[src/rtl/capture_sequencer_if.sv]
// Capture-core and DMA handshake bundle. The sequencer uses master; the core/DMA side uses slave.
interface capture_sequencer_if #(
    parameter int saddr_w = 24
);
    logic               cap_ready;
    logic               cap_armed;
    logic               cap_triggered;
    logic               cap_done;
    logic [saddr_w-1:0] cap_trigger_pos;
    logic               cap_arm;
    logic               cap_abort;
    logic               dma_start;
    logic [saddr_w-1:0] dma_addr;
    logic [saddr_w-1:0] dma_len;
    logic               dma_busy;

    modport master (
        input  cap_ready, cap_armed, cap_triggered, cap_done, cap_trigger_pos, dma_busy,
        output cap_arm, cap_abort, dma_start, dma_addr, dma_len
    );

    modport slave (
        output cap_ready, cap_armed, cap_triggered, cap_done, cap_trigger_pos, dma_busy,
        input  cap_arm, cap_abort, dma_start, dma_addr, dma_len
    );
endinterface

[src/rtl/capture_sequencer.sv]
// Sequences the logic-capture core through arm/trigger/done/drain for segmented acquisitions.
//   state      | meaning
//   IDLE       | no run; waiting for start
//   WAIT_READY | waiting for core idle
//   ARM        | cap_arm held until core reports armed
//   WAIT_TRIG  | armed, waiting for trigger under optional timeout
//   WAIT_DONE  | triggered, waiting for post-trigger capture
//   DRAIN_REQ  | waiting for DMA idle, then issue dma_start
//   DRAIN_WAIT | DMA transfer in flight; stop is deferred
//   NEXT       | advance segment or finish the run
//   ABORT      | cap_abort held until core ready or 64 cycles
module capture_sequencer #(
    parameter int saddr_w = 24,
    parameter int seg_w   = 8,
    parameter int tmo_w   = 32
) (
    input  logic               clk,
    input  logic               reset,
    input  logic               start,
    input  logic               stop,
    input  logic [seg_w-1:0]   num_segments,
    input  logic [tmo_w-1:0]   timeout_cycles,
    input  logic [saddr_w-1:0] buffer_size,
    input  logic [saddr_w-1:0] post_trigger_count,
    capture_sequencer_if.master bus,
    output logic               busy,
    output logic [seg_w-1:0]   seg_index,
    output logic               status_timeout,
    output logic               status_aborted,
    output logic               irq
);
    typedef enum logic [3:0] {
        IDLE, WAIT_READY, ARM, WAIT_TRIG, WAIT_DONE,
        DRAIN_REQ, DRAIN_WAIT, NEXT, ABORT
    } state_t;

    state_t             state;
    logic [seg_w-1:0]   seg_last;
    logic [saddr_w-1:0] buf_lat;
    logic [saddr_w-1:0] post_lat;
    logic [tmo_w-1:0]   tmo_cnt;
    logic [5:0]         abort_cnt;
    logic               stop_pend;
    logic [saddr_w:0]   sum;
    logic [saddr_w-1:0] next_addr;

    // One extra bit so trigger_pos + post never overflows before the wrap compare.
    always_comb begin
        sum       = {1'b0, bus.cap_trigger_pos} + {1'b0, post_lat};
        next_addr = sum[saddr_w-1:0];
        if (sum >= {1'b0, buf_lat})
            next_addr = saddr_w'(sum - {1'b0, buf_lat});
    end

    always_ff @(posedge clk) begin
        if (reset) begin
            state          <= IDLE;
            seg_last       <= '0;
            buf_lat        <= '0;
            post_lat       <= '0;
            tmo_cnt        <= '0;
            abort_cnt      <= '0;
            stop_pend      <= 1'b0;
            bus.cap_arm    <= 1'b0;
            bus.cap_abort  <= 1'b0;
            bus.dma_start  <= 1'b0;
            bus.dma_addr   <= '0;
            bus.dma_len    <= '0;
            busy           <= 1'b0;
            seg_index      <= '0;
            status_timeout <= 1'b0;
            status_aborted <= 1'b0;
            irq            <= 1'b0;
        end else begin
            bus.dma_start <= 1'b0;
            irq           <= 1'b0;
            if (stop && state != IDLE && state != DRAIN_WAIT && state != ABORT) begin
                status_aborted <= 1'b1;
                bus.cap_arm    <= 1'b0;
                bus.cap_abort  <= 1'b1;
                abort_cnt      <= '0;
                state          <= ABORT;
            end else begin
                case (state)
                    IDLE: if (start) begin
                        seg_last       <= (num_segments == '0) ? '0 : num_segments - seg_w'(1);
                        buf_lat        <= buffer_size;
                        post_lat       <= post_trigger_count;
                        seg_index      <= '0;
                        status_timeout <= 1'b0;
                        status_aborted <= 1'b0;
                        stop_pend      <= 1'b0;
                        busy           <= 1'b1;
                        state          <= WAIT_READY;
                    end
                    WAIT_READY: if (bus.cap_ready) begin
                        bus.cap_arm <= 1'b1;
                        state       <= ARM;
                    end
                    ARM: if (bus.cap_armed) begin
                        bus.cap_arm <= 1'b0;
                        tmo_cnt     <= '0;
                        state       <= WAIT_TRIG;
                    end
                    WAIT_TRIG: begin
                        if (bus.cap_triggered) begin
                            state <= WAIT_DONE;
                        end else if (timeout_cycles != '0 &&
                                     tmo_cnt == timeout_cycles - tmo_w'(1)) begin
                            status_timeout <= 1'b1;
                            bus.cap_abort  <= 1'b1;
                            abort_cnt      <= '0;
                            state          <= ABORT;
                        end else begin
                            tmo_cnt <= tmo_cnt + tmo_w'(1);
                        end
                    end
                    WAIT_DONE: if (bus.cap_done) begin
                        bus.dma_addr <= next_addr;
                        bus.dma_len  <= buf_lat;
                        state        <= DRAIN_REQ;
                    end
                    DRAIN_REQ: if (!bus.dma_busy) begin
                        bus.dma_start <= 1'b1;
                        state         <= DRAIN_WAIT;
                    end
                    DRAIN_WAIT: begin
                        if (stop)
                            stop_pend <= 1'b1;
                        // The DMA cannot report busy yet while dma_start is still out.
                        if (!bus.dma_start && !bus.dma_busy) begin
                            if (stop_pend || stop) begin
                                status_aborted <= 1'b1;
                                bus.cap_abort  <= 1'b1;
                                abort_cnt      <= '0;
                                state          <= ABORT;
                            end else begin
                                state <= NEXT;
                            end
                        end
                    end
                    NEXT: begin
                        if (seg_index == seg_last) begin
                            irq   <= 1'b1;
                            busy  <= 1'b0;
                            state <= IDLE;
                        end else begin
                            seg_index <= seg_index + seg_w'(1);
                            state     <= WAIT_READY;
                        end
                    end
                    ABORT: begin
                        if (bus.cap_ready || abort_cnt == 6'd63) begin
                            bus.cap_abort <= 1'b0;
                            irq           <= 1'b1;
                            busy          <= 1'b0;
                            state         <= IDLE;
                        end else begin
                            abort_cnt <= abort_cnt + 6'd1;
                        end
                    end
                    default: state <= IDLE;
                endcase
            end
        end
    end
endmodule
[src/flat_wrapper.sv]
// flat-port wrapper written by rule: the top's interface ports become plain ports
module capture_sequencer_flat 
#(
    parameter int saddr_w = 24,
    parameter int seg_w   = 8,
    parameter int tmo_w   = 32
)
  (clk, reset, start, stop, num_segments, timeout_cycles, buffer_size, post_trigger_count, busy, seg_index, status_timeout, status_aborted, irq, bus_cap_ready, bus_cap_armed, bus_cap_triggered, bus_cap_done, bus_cap_trigger_pos, bus_dma_busy, bus_cap_arm, bus_cap_abort, bus_dma_start, bus_dma_addr, bus_dma_len);
  capture_sequencer_if #(.saddr_w(saddr_w)) bus_i ();
  input  logic clk;
  input  logic reset;
  input  logic start;
  input  logic stop;
  input  logic [seg_w-1:0] num_segments;
  input  logic [tmo_w-1:0] timeout_cycles;
  input  logic [saddr_w-1:0] buffer_size;
  input  logic [saddr_w-1:0] post_trigger_count;
  output logic busy;
  output logic [seg_w-1:0] seg_index;
  output logic status_timeout;
  output logic status_aborted;
  output logic irq;
  input wire logic [$bits(bus_i.cap_ready)-1:0] bus_cap_ready;
  input wire logic [$bits(bus_i.cap_armed)-1:0] bus_cap_armed;
  input wire logic [$bits(bus_i.cap_triggered)-1:0] bus_cap_triggered;
  input wire logic [$bits(bus_i.cap_done)-1:0] bus_cap_done;
  input wire logic [$bits(bus_i.cap_trigger_pos)-1:0] bus_cap_trigger_pos;
  input wire logic [$bits(bus_i.dma_busy)-1:0] bus_dma_busy;
  output wire logic [$bits(bus_i.cap_arm)-1:0] bus_cap_arm;
  output wire logic [$bits(bus_i.cap_abort)-1:0] bus_cap_abort;
  output wire logic [$bits(bus_i.dma_start)-1:0] bus_dma_start;
  output wire logic [$bits(bus_i.dma_addr)-1:0] bus_dma_addr;
  output wire logic [$bits(bus_i.dma_len)-1:0] bus_dma_len;
  assign bus_i.cap_ready = bus_cap_ready;
  assign bus_i.cap_armed = bus_cap_armed;
  assign bus_i.cap_triggered = bus_cap_triggered;
  assign bus_i.cap_done = bus_cap_done;
  assign bus_i.cap_trigger_pos = bus_cap_trigger_pos;
  assign bus_i.dma_busy = bus_dma_busy;
  assign bus_cap_arm = bus_i.cap_arm;
  assign bus_cap_abort = bus_i.cap_abort;
  assign bus_dma_start = bus_i.dma_start;
  assign bus_dma_addr = bus_i.dma_addr;
  assign bus_dma_len = bus_i.dma_len;
  capture_sequencer #(.saddr_w(saddr_w), .seg_w(seg_w), .tmo_w(tmo_w)) u_core (.clk(clk), .reset(reset), .start(start), .stop(stop), .num_segments(num_segments), .timeout_cycles(timeout_cycles), .buffer_size(buffer_size), .post_trigger_count(post_trigger_count), .bus(bus_i), .busy(busy), .seg_index(seg_index), .status_timeout(status_timeout), .status_aborted(status_aborted), .irq(irq));
endmodule
[config.mk]
export PLATFORM = sky130hd
export DESIGN_NAME = capture_sequencer_flat
export DESIGN_NICKNAME = d
export VERILOG_FILES = /design/src/rtl/capture_sequencer_if.sv /design/src/rtl/capture_sequencer.sv /design/src/flat_wrapper.sv
export SDC_FILE = /design/constraint.sdc
export NUM_CORES = 1
export LEC_CHECK = 0
export CAP_MARGIN = 20
export CORE_UTILIZATION = 41
export CTS_BUF_LIST = sky130_fd_sc_hd__clkbuf_8 sky130_fd_sc_hd__clkbuf_16
export CTS_CLUSTER_SIZE = 12
export DETAILED_ROUTE_END_ITERATION = 6
export PLACE_DENSITY_LB_ADDON = 0.25
export SETUP_SLACK_MARGIN = 0.05
export SYNTH_ARGS = -nofsm -noshare
export SYNTH_HDL_FRONTEND = slang
export SYNTH_SLANG_ARGS = --single-unit
[constraint.sdc]
create_clock -name clk -period 5.55 [get_ports clk]
set_clock_uncertainty 0.2 [all_clocks]
set_input_delay 1.3875 -clock clk [delete_from_list [all_inputs] [get_ports clk]]
set_output_delay 1.3875 -clock clk [all_outputs]
set_load 0.02 [all_outputs]
==> impl_results.md, run 1 <==
- Status: complete, no violations
- Cell taking the most area after synthesis: dfxtp_1
- Critical path class: in -> reg
- Crit path cell chain: dlygate4sd2_1, ha_1, buf_4, nand4b_1, a21boi_1, o21ai_1, nand2b_1, a21o_1, a211oi_1, nor3_1, ha_1, nand2_1, nor3_1, o31ai_4, a31oi_2, o21bai_4, a31oi_4, a221oi_4, buf_6, buf_8, buf_4, a211oi_2, nor3_1
- Hold Worst Slack: 0.255 ns
- Final nets: 1834
- Fin crit share: 98.0%
- Worst-Margin Slew: 0.876 ns
- Layout cell share with drive strength beyond 1: 17.4%
- HPWL after detailed placement: 23400 µm
- Number of global-route vias before repair: 10502
- Post-DR wirelength/cell: 16.3 µm
- Worst-path fanout max: 6
- GRT Overall Usage: 24.9%
- Placed cells: 1934
- Mapped Avg Cell Area: 7.63 µm²
- WP buf/inv: 5
- Flops & latches, synth: 162
- Synth top area cells: dfxtp_1 31%, a21oi_1 7.2%, nand2_1 7.1%, ha_1 6.5%, xnor2_1 4.9%
- Largest net degree at the start of global routing: 69
- CTS max path bufs: 2
- Core ar.: 24500 µm²
- Max Slew Vio Count: 0
- Initial antenna violation count: 0
- Post-Syn Instances: 1355
- Vias per cell: 5.44
- FMAX: 184 MHz
- Leak Pwr: 5.64 nW
- Synthesized cell area: 10300 µm²
- Critical Path AT: 5.52 ns
- Port buffer count: 183
- Final number of hold-violating endpoints: 0
- Req. time, crit path: 5.63 ns
- Initial core utilization: 42.2%
- Post-synthesis sequential area ratio: 31.3%
- Top cell type's share of synthesized area: 31.3%
- 1st-iter DRT viols: 664
- Clk sinks: 162
- Hold WC Path Type: reg -> reg
- Wire length of the first global-routing pass: 51900 µm
- Slowest-stage cell, CP: nor3_1
- Root buffer cell: clkbuf_16
- Site Rows: 57
- Ys flop type: dfxtp_1
- Via Count: 10846
- Clk slew on worst S/H paths: 0.07 ns
- TritonCTS clock tree: done
- CP top delay family: compound AO/OA/AOI/OAI gates
- Final setup viols: 0
- Clk Latency, worst-skew pair: 0.44 ns
- Diode count: 0
- Die Width: 161 µm
- Worst path most repeated cell: nor3_1
- CTS Buf Count: 17
- Pre-antenna DRT Iters: 6
- ANT nets after route: 0
- DIE AREA: 25900 µm²
- Grt total ovfl: 0
- Crit end category: flip-flop
- FILL cells: 2173
- PwrDens: 384 nW/µm²
- Max_cap viols: 0
- Seq. cell area: 3240 µm²
- YS warnings: 0
- H-Tree Depth: 4
- Worst slew margin: 41.6%
- IO Pins: 184
- Drt total wl: 32500 µm
- Power Total: 5.64 mW
- Peak VDD IR: 0.229 mV
- Die Span Y: 161 µm
- Net Count, Synth: 1532
- Post-synth EDFFs: 0
- Max incr delay on CP: 0.32 ns
- CP startpoint kind: input port
- Fin cells: 1994
- GPL Wtd Cong: 0.923
- Synth unique cells: 73
- Period minus WS final: 5.44 ns
- Syn-to-layout area delta: 41.9%
- Footprint of the multi-input gates: 7070 µm²
- Asr flop ratio synth: 0%
- DRC viols: 0
## cells by family after synthesis
kind of cell / after synthesis / synth area share, %
AO/OA/AOI/OAI: 359 / 21.8
XOR/XNOR: 101 / 8.55
multiplexers: 9 / 0.883
AND/OR/NAND/NOR: 553 / 26.0
flip-flops: 162 / 31.3
buffers and inverters: 115 / 4.51
adder cells (fa/ha/maj): 56 / 6.92
## power breakdown
part / switching [mW] / leakage, nW / internal (mW) / total (mW)
combinational: 1.61 / 4.04 / 1.49 / 3.10
sequential: 0.0931 / 1.31 / 1.26 / 1.36
clock: 0.572 / 0.289 / 0.604 / 1.18
## state kept, by name (all words and copies together), names as in the netlist, 4 cells and up
name                 cells
u_core.state             4
u_core.abort_cnt         6
u_core.buf_lat          24
u_core.seg_last          8
u_core.bus.dma_addr     24
u_core.post_lat         24
u_core.bus.dma_len      24
u_core.seg_index         8
u_core.tmo_cnt          32
## Yosys cell counts (all sizes together) (14+ instances only)
cell type  number
nand2         195
dfxtp         162
a21oi         149
nor2          116
xnor2          58
nor3           56
clkbuf         54
ha             54
o21ai          53
inv            52
xor2           43
a211oi         35
nand3          35
nand2b         21
nand4          21
a21o           20
and3           20
or3            18
a31oi          16
o31ai          16
nor4           15
or4            14
## area by class of cell
type                    count  area share, %
flip-flops and latches    162           22.1
repair buffers            346           21.7
well taps                 324           2.76
clock buffers              17           2.90
clock inverters            15           1.11
multi-input cells        1078           48.1
inverters                  52           1.33
## cell usage in the layout, fill, tap and decap left out, drive strengths merged, types with 18 or more instances in the layout
master / count
nand4: 21
nor3: 56
dfxtp: 162
or3: 18
ha: 54
a21o: 20
xor2: 43
clkdlybuf4s50: 172
clkbuf: 19
nand3: 35
inv: 60
a211oi: 35
a21oi: 149
nand2b: 21
xnor2: 58
nand2: 195
o21ai: 53
nor2: 116
buf: 164
and3: 20
## worst register-to-register path, stage by stage, from the launching register on
cell and delay [ns]:
dfxtp_1 0.35, ha_1 0.32, a21oi_2 0.19, nand4b_1 0.24
a21boi_1 0.14, o21ai_1 0.17, nand2b_1 0.12, a21o_1 0.20
a211oi_1 0.23, nor3_1 0.09, ha_1 0.30, nand2_1 0.07
nor3_1 0.33, o31ai_4 0.15, a31oi_2 0.32, o21bai_4 0.12
a31oi_4 0.21, a221oi_4 0.10, buf_6 0.15, buf_8 0.13
buf_4 0.14, a211oi_2 0.20, nor3_1 0.08
## through the flow
stage          cell area (µm²)  util [%]  worst slack (ns)  TNS (ns)
6_report                 14700      59.8             0.110         0
5_1_grt                  14700      59.8           -0.0601    -0.481
3_3_place_gp             13400      54.6            -0.598    -13.04
4_1_cts                  14500      59.1            0.0589         0
2_1_floorplan            10400         -            0.0671         0
3_5_place_dp             13400      54.6            -0.800    -17.88
## repair_timing
item / CTS / global route
gates cloned: 4 / 0
pin swaps: 68 / 49
setup endpoints to repair: 24 / 24
setup buffers: 18 / 6
hold buffers: 0 / 0
resized for setup: 69 / 38
## metal layers
metal | track usage, % | vias to the layer above | part of all wire, %
li1 | - | 5447 | -
met3 | 4.67 | 56 | 4.6
met5 | 0 | - | 0
met1 | 30.7 | 5058 | 44
met4 | 9.82 | 0 | 2.8
met2 | 42.6 | 285 | 49
## path summary, 6_finish.rpt
kind | slack [ns] | start | end | cells after the start
max | 0.11 | bus_cap_trigger_pos[3] | u_core.bus.dma_addr[4] | 23
min | 0.25 | u_core.bus.dma_len[0] | u_core.bus.dma_len[0] | 2
max reg2reg | 0.87 | u_core.post_lat[1] | u_core.bus.dma_addr[4] | 22
min reg2reg | 0.25 | u_core.bus.dma_len[0] | u_core.bus.dma_len[0] | 2
Power figures use the tool's default switching activity.
==> run 2, diff against run 1 <==
Settings changed: ABC_AREA set to 1, CTS_BUF_LIST sky130_fd_sc_hd__clkbuf_8 sky130_fd_sc_hd__clkbuf_16 to sky130_fd_sc_hd__clkbuf_8.
==> impl_results.md, run 2 <==
- Drt total wl: 35200 µm (+8.4%)
- Peak VDD IR: 0.339 mV (+48%)
- Top reg by flops: u_core.tmo_cnt
- Period minus WS final: 5.08 ns (-0.362 ns)
- Cell taking the most area after synthesis: dfxtp_1
- Synth top area cells: dfxtp_1 28%, nand2_1 12%, nor2_1 8.3%, a21oi_1 7.5%, inv_1 6.1%
- Wire length of the first global-routing pass: 56800 µm (+9.6%)
- Diode count: 0 (unchanged)
- Largest net degree at the start of global routing: 72 (+4.3%)
- FMAX: 197 MHz (+7.1%)
- IO Pins: 184 (unchanged)
- CTS Buf Count: 17 (unchanged)
- PwrDens: 471 nW/µm² (+23%)
- Synthesized cell area: 11400 µm² (+10%)
- Commonest non-fill, non-tap cell in the layout: nand2_1
- Clk Latency, worst-skew pair: 0.49 ns (+0.05 ns)
- Worst-Margin Slew: 1.01 ns (+0.130 ns)
- Fin crit share: 91.5% (-6.5 points)
- CP startpoint kind: input port
- Clk slew on worst S/H paths: 0.10 ns (+0.03 ns)
- Crit end category: flip-flop
- Layout cell share with drive strength beyond 1: 7.08% (-10 points)
- Fin cells: 2364 (+19%)
- Worst slew margin: 32.9% (-8.8 points)
- Final number of hold-violating endpoints: 0 (unchanged)
- Flops & latches, synth: 162 (unchanged)
- Final nets: 2156 (+18%)
- Post-synthesis sequential area ratio: 28.5% (-2.9 points)
- CTS max path bufs: 2 (unchanged)
- Req. time, crit path: 5.75 ns (+0.12 ns)
- Most common cell in the netlist: nand2_1
- Slowest-stage cell, CP: clkdlybuf4s50_1
- Number of global-route vias before repair: 11606 (+11%)
- H-Tree Depth: 4 (unchanged)
- Finished Core Util: 53.0% (-6.8 points)
- Max_cap viols: 0 (unchanged)
- Most frequent cells in the layout: 358 x nand2_1, 252 x nor2_1, 184 x inv_1
- Initial antenna violation count: 0 (unchanged)
- Initial core utilization: 42.0% (-0.16 points)
- Critical path class: in -> reg
- Max incr delay on CP: 0.40 ns (+0.08 ns)
- Post-synth EDFFs: 0 (unchanged)
- ANT nets after route: 0 (unchanged)
- Synth top cells by count: 358 x nand2_1, 252 x nor2_1, 185 x inv_1, 171 x a21oi_1, 162 x dfxtp_1
- Final setup viols: 0 (unchanged)
- Hold Buf Count CTS: 0 (unchanged)
- Core ar.: 27100 µm² (+10%)
- Placed cells: 2330 (+20%)
- Die Width: 169 µm (+4.8%)
- TritonCTS clock tree: done
- Clk sinks: 162 (unchanged)
- Mapped Avg Cell Area: 6.45 µm² (-16%)
- DIE AREA: 28400 µm² (+9.9%)
- Ys flop type: dfxtp_1
- Max Slew Vio Count: 0 (unchanged)
- Status: complete, no violations
- Critical Path AT: 5.28 ns (-0.24 ns)
- Post-DR wirelength/cell: 14.9 µm (-8.6%)
- Max FFs per register: 32 (unchanged)
- Synth unique cells: 53 (-27%)
- GPL Wtd Cong: 0.955 (+3.4%)
- Worst-path fanout max: 24 (+18)
- Asr flop ratio synth: 0% (unchanged)
- GRT Overall Usage: 24.7% (-0.14 points)
- RSZ-0062 raised after global routing: no
- Syn-to-layout area delta: 26.3%
- Root buffer cell: clkbuf_8
- Post-Syn Instances: 1766 (+30%)
- Hold WC Path Type: reg -> reg
- Via Count: 12091 (+11%)
- Vias per cell: 5.11 (-6.0%)
- HPWL after detailed placement: 27500 µm (+17%)
- Die Span Y: 169 µm (+4.8%)
- Site Rows: 60 (+5.3%)
- Top cell type's share of synthesized area: 28.5% (-2.9 points)
- FILL cells: 2783 (+28%)
- 1st-iter DRT viols: 769 (+16%)
- Crit path cell chain: clkdlybuf4s50_1, ha_1, inv_1, o21bai_1, a31oi_1, o21ai_0, a21oi_2, buf_4, xnor2_1, ha_1, a21oi_1, o21ai_1, a21oi_1, nand3_1, nand2_1, inv_1, o21ai_2, nand2_1, buf_12, nand2_1, nand3_1, a21oi_1
- Grt total ovfl: 0 (unchanged)
- Leak Pwr: 5.72 nW (+1.4%)
- DRC viols: 0 (unchanged)
- Pre-antenna DRT Iters: 7 (+1)
- Net Count, Synth: 1943 (+27%)
- Port buffer count: 183 (unchanged)
- YS warnings: 0 (unchanged)
## run 2: worst paths after layout
check                                       startpoint                 endpoint  depth (start not counted)  slack [ns]
worst max-delay path            bus_cap_trigger_pos[7]  u_core.bus.dma_addr[11]                         22        0.47
worst min-delay path              u_core.bus.cap_abort     u_core.bus.cap_abort                          2        0.26
worst max register to register      u_core.post_lat[7]  u_core.bus.dma_addr[11]                         21        1.48
worst min register to register    u_core.bus.cap_abort     u_core.bus.cap_abort                          2        0.26
## run 2: logic make-up after synthesis
family | share of synthesized area [%]
buffers and inverters | 8.41
AOI/OAI and AO/OA | 15.3
DFF | 28.5
xor gates and xnor gates | 9.17
adders and majority gates | 6.29
and+or+nand+nor | 32.3
## run 2: layout make-up
type / instances / area [µm²] / share of cell area (%)
clock inverter: 15 / 123 / 0.853
sequential: 162 / 3240 / 22.6
timing repair buffer: 252 / 2380 / 16.5
multi-input combinational: 1358 / 7230 / 50.3
inverter: 188 / 706 / 4.91
clock buffer: 17 / 234 / 1.63
tap: 372 / 465 / 3.24
## run 2: power breakdown
group          switching [mW]  internal [mW]
Combinational            2.63           1.81
Sequential              0.120           1.37
Clock                   0.512          0.322
Total                    3.26           3.51
## run 2: worst max-delay path: cells and delay by family
family	cells	cell delay, ns
compound gates	9	1.57
xor+xnor	1	0.34
fa+ha+maj	2	0.67
buf+inv	5	0.86
simple gates	5	0.46
## run 2: timing repair
item / in CTS / in global routing
buffers inserted: 0 / 2
endpoints found under the setup margin: 0 / 24
gates resized for setup: 0 / 12
hold endpoints to repair: 0 / 0
## run 2: metal layers
metal,share of wire [%],GRT usage [%]
met1,44,30.0
met2,48,44.1
met3,4.5,3.16
met4,3.5,10.0
met5,0,0
## run 2: through the flow
stage / hold WS (ns) / setup TNS, ns / total power [mW] / cell area, µm² / setup WS [ns]
2_1_floorplan: 0.235 / 0 / 4.27 / 11400 / 0.470
3_3_place_gp: 0.237 / -1.29 / 5.82 / 14000 / -0.0668
3_5_place_dp: 0.247 / -3.65 / 5.85 / 14000 / -0.167
4_1_cts: 0.264 / 0 / 6.71 / 14300 / 0.329
5_1_grt: 0.283 / 0 / 7.36 / 14400 / 0.0814
6_report: 0.261 / 0 / 6.77 / 14400 / 0.471
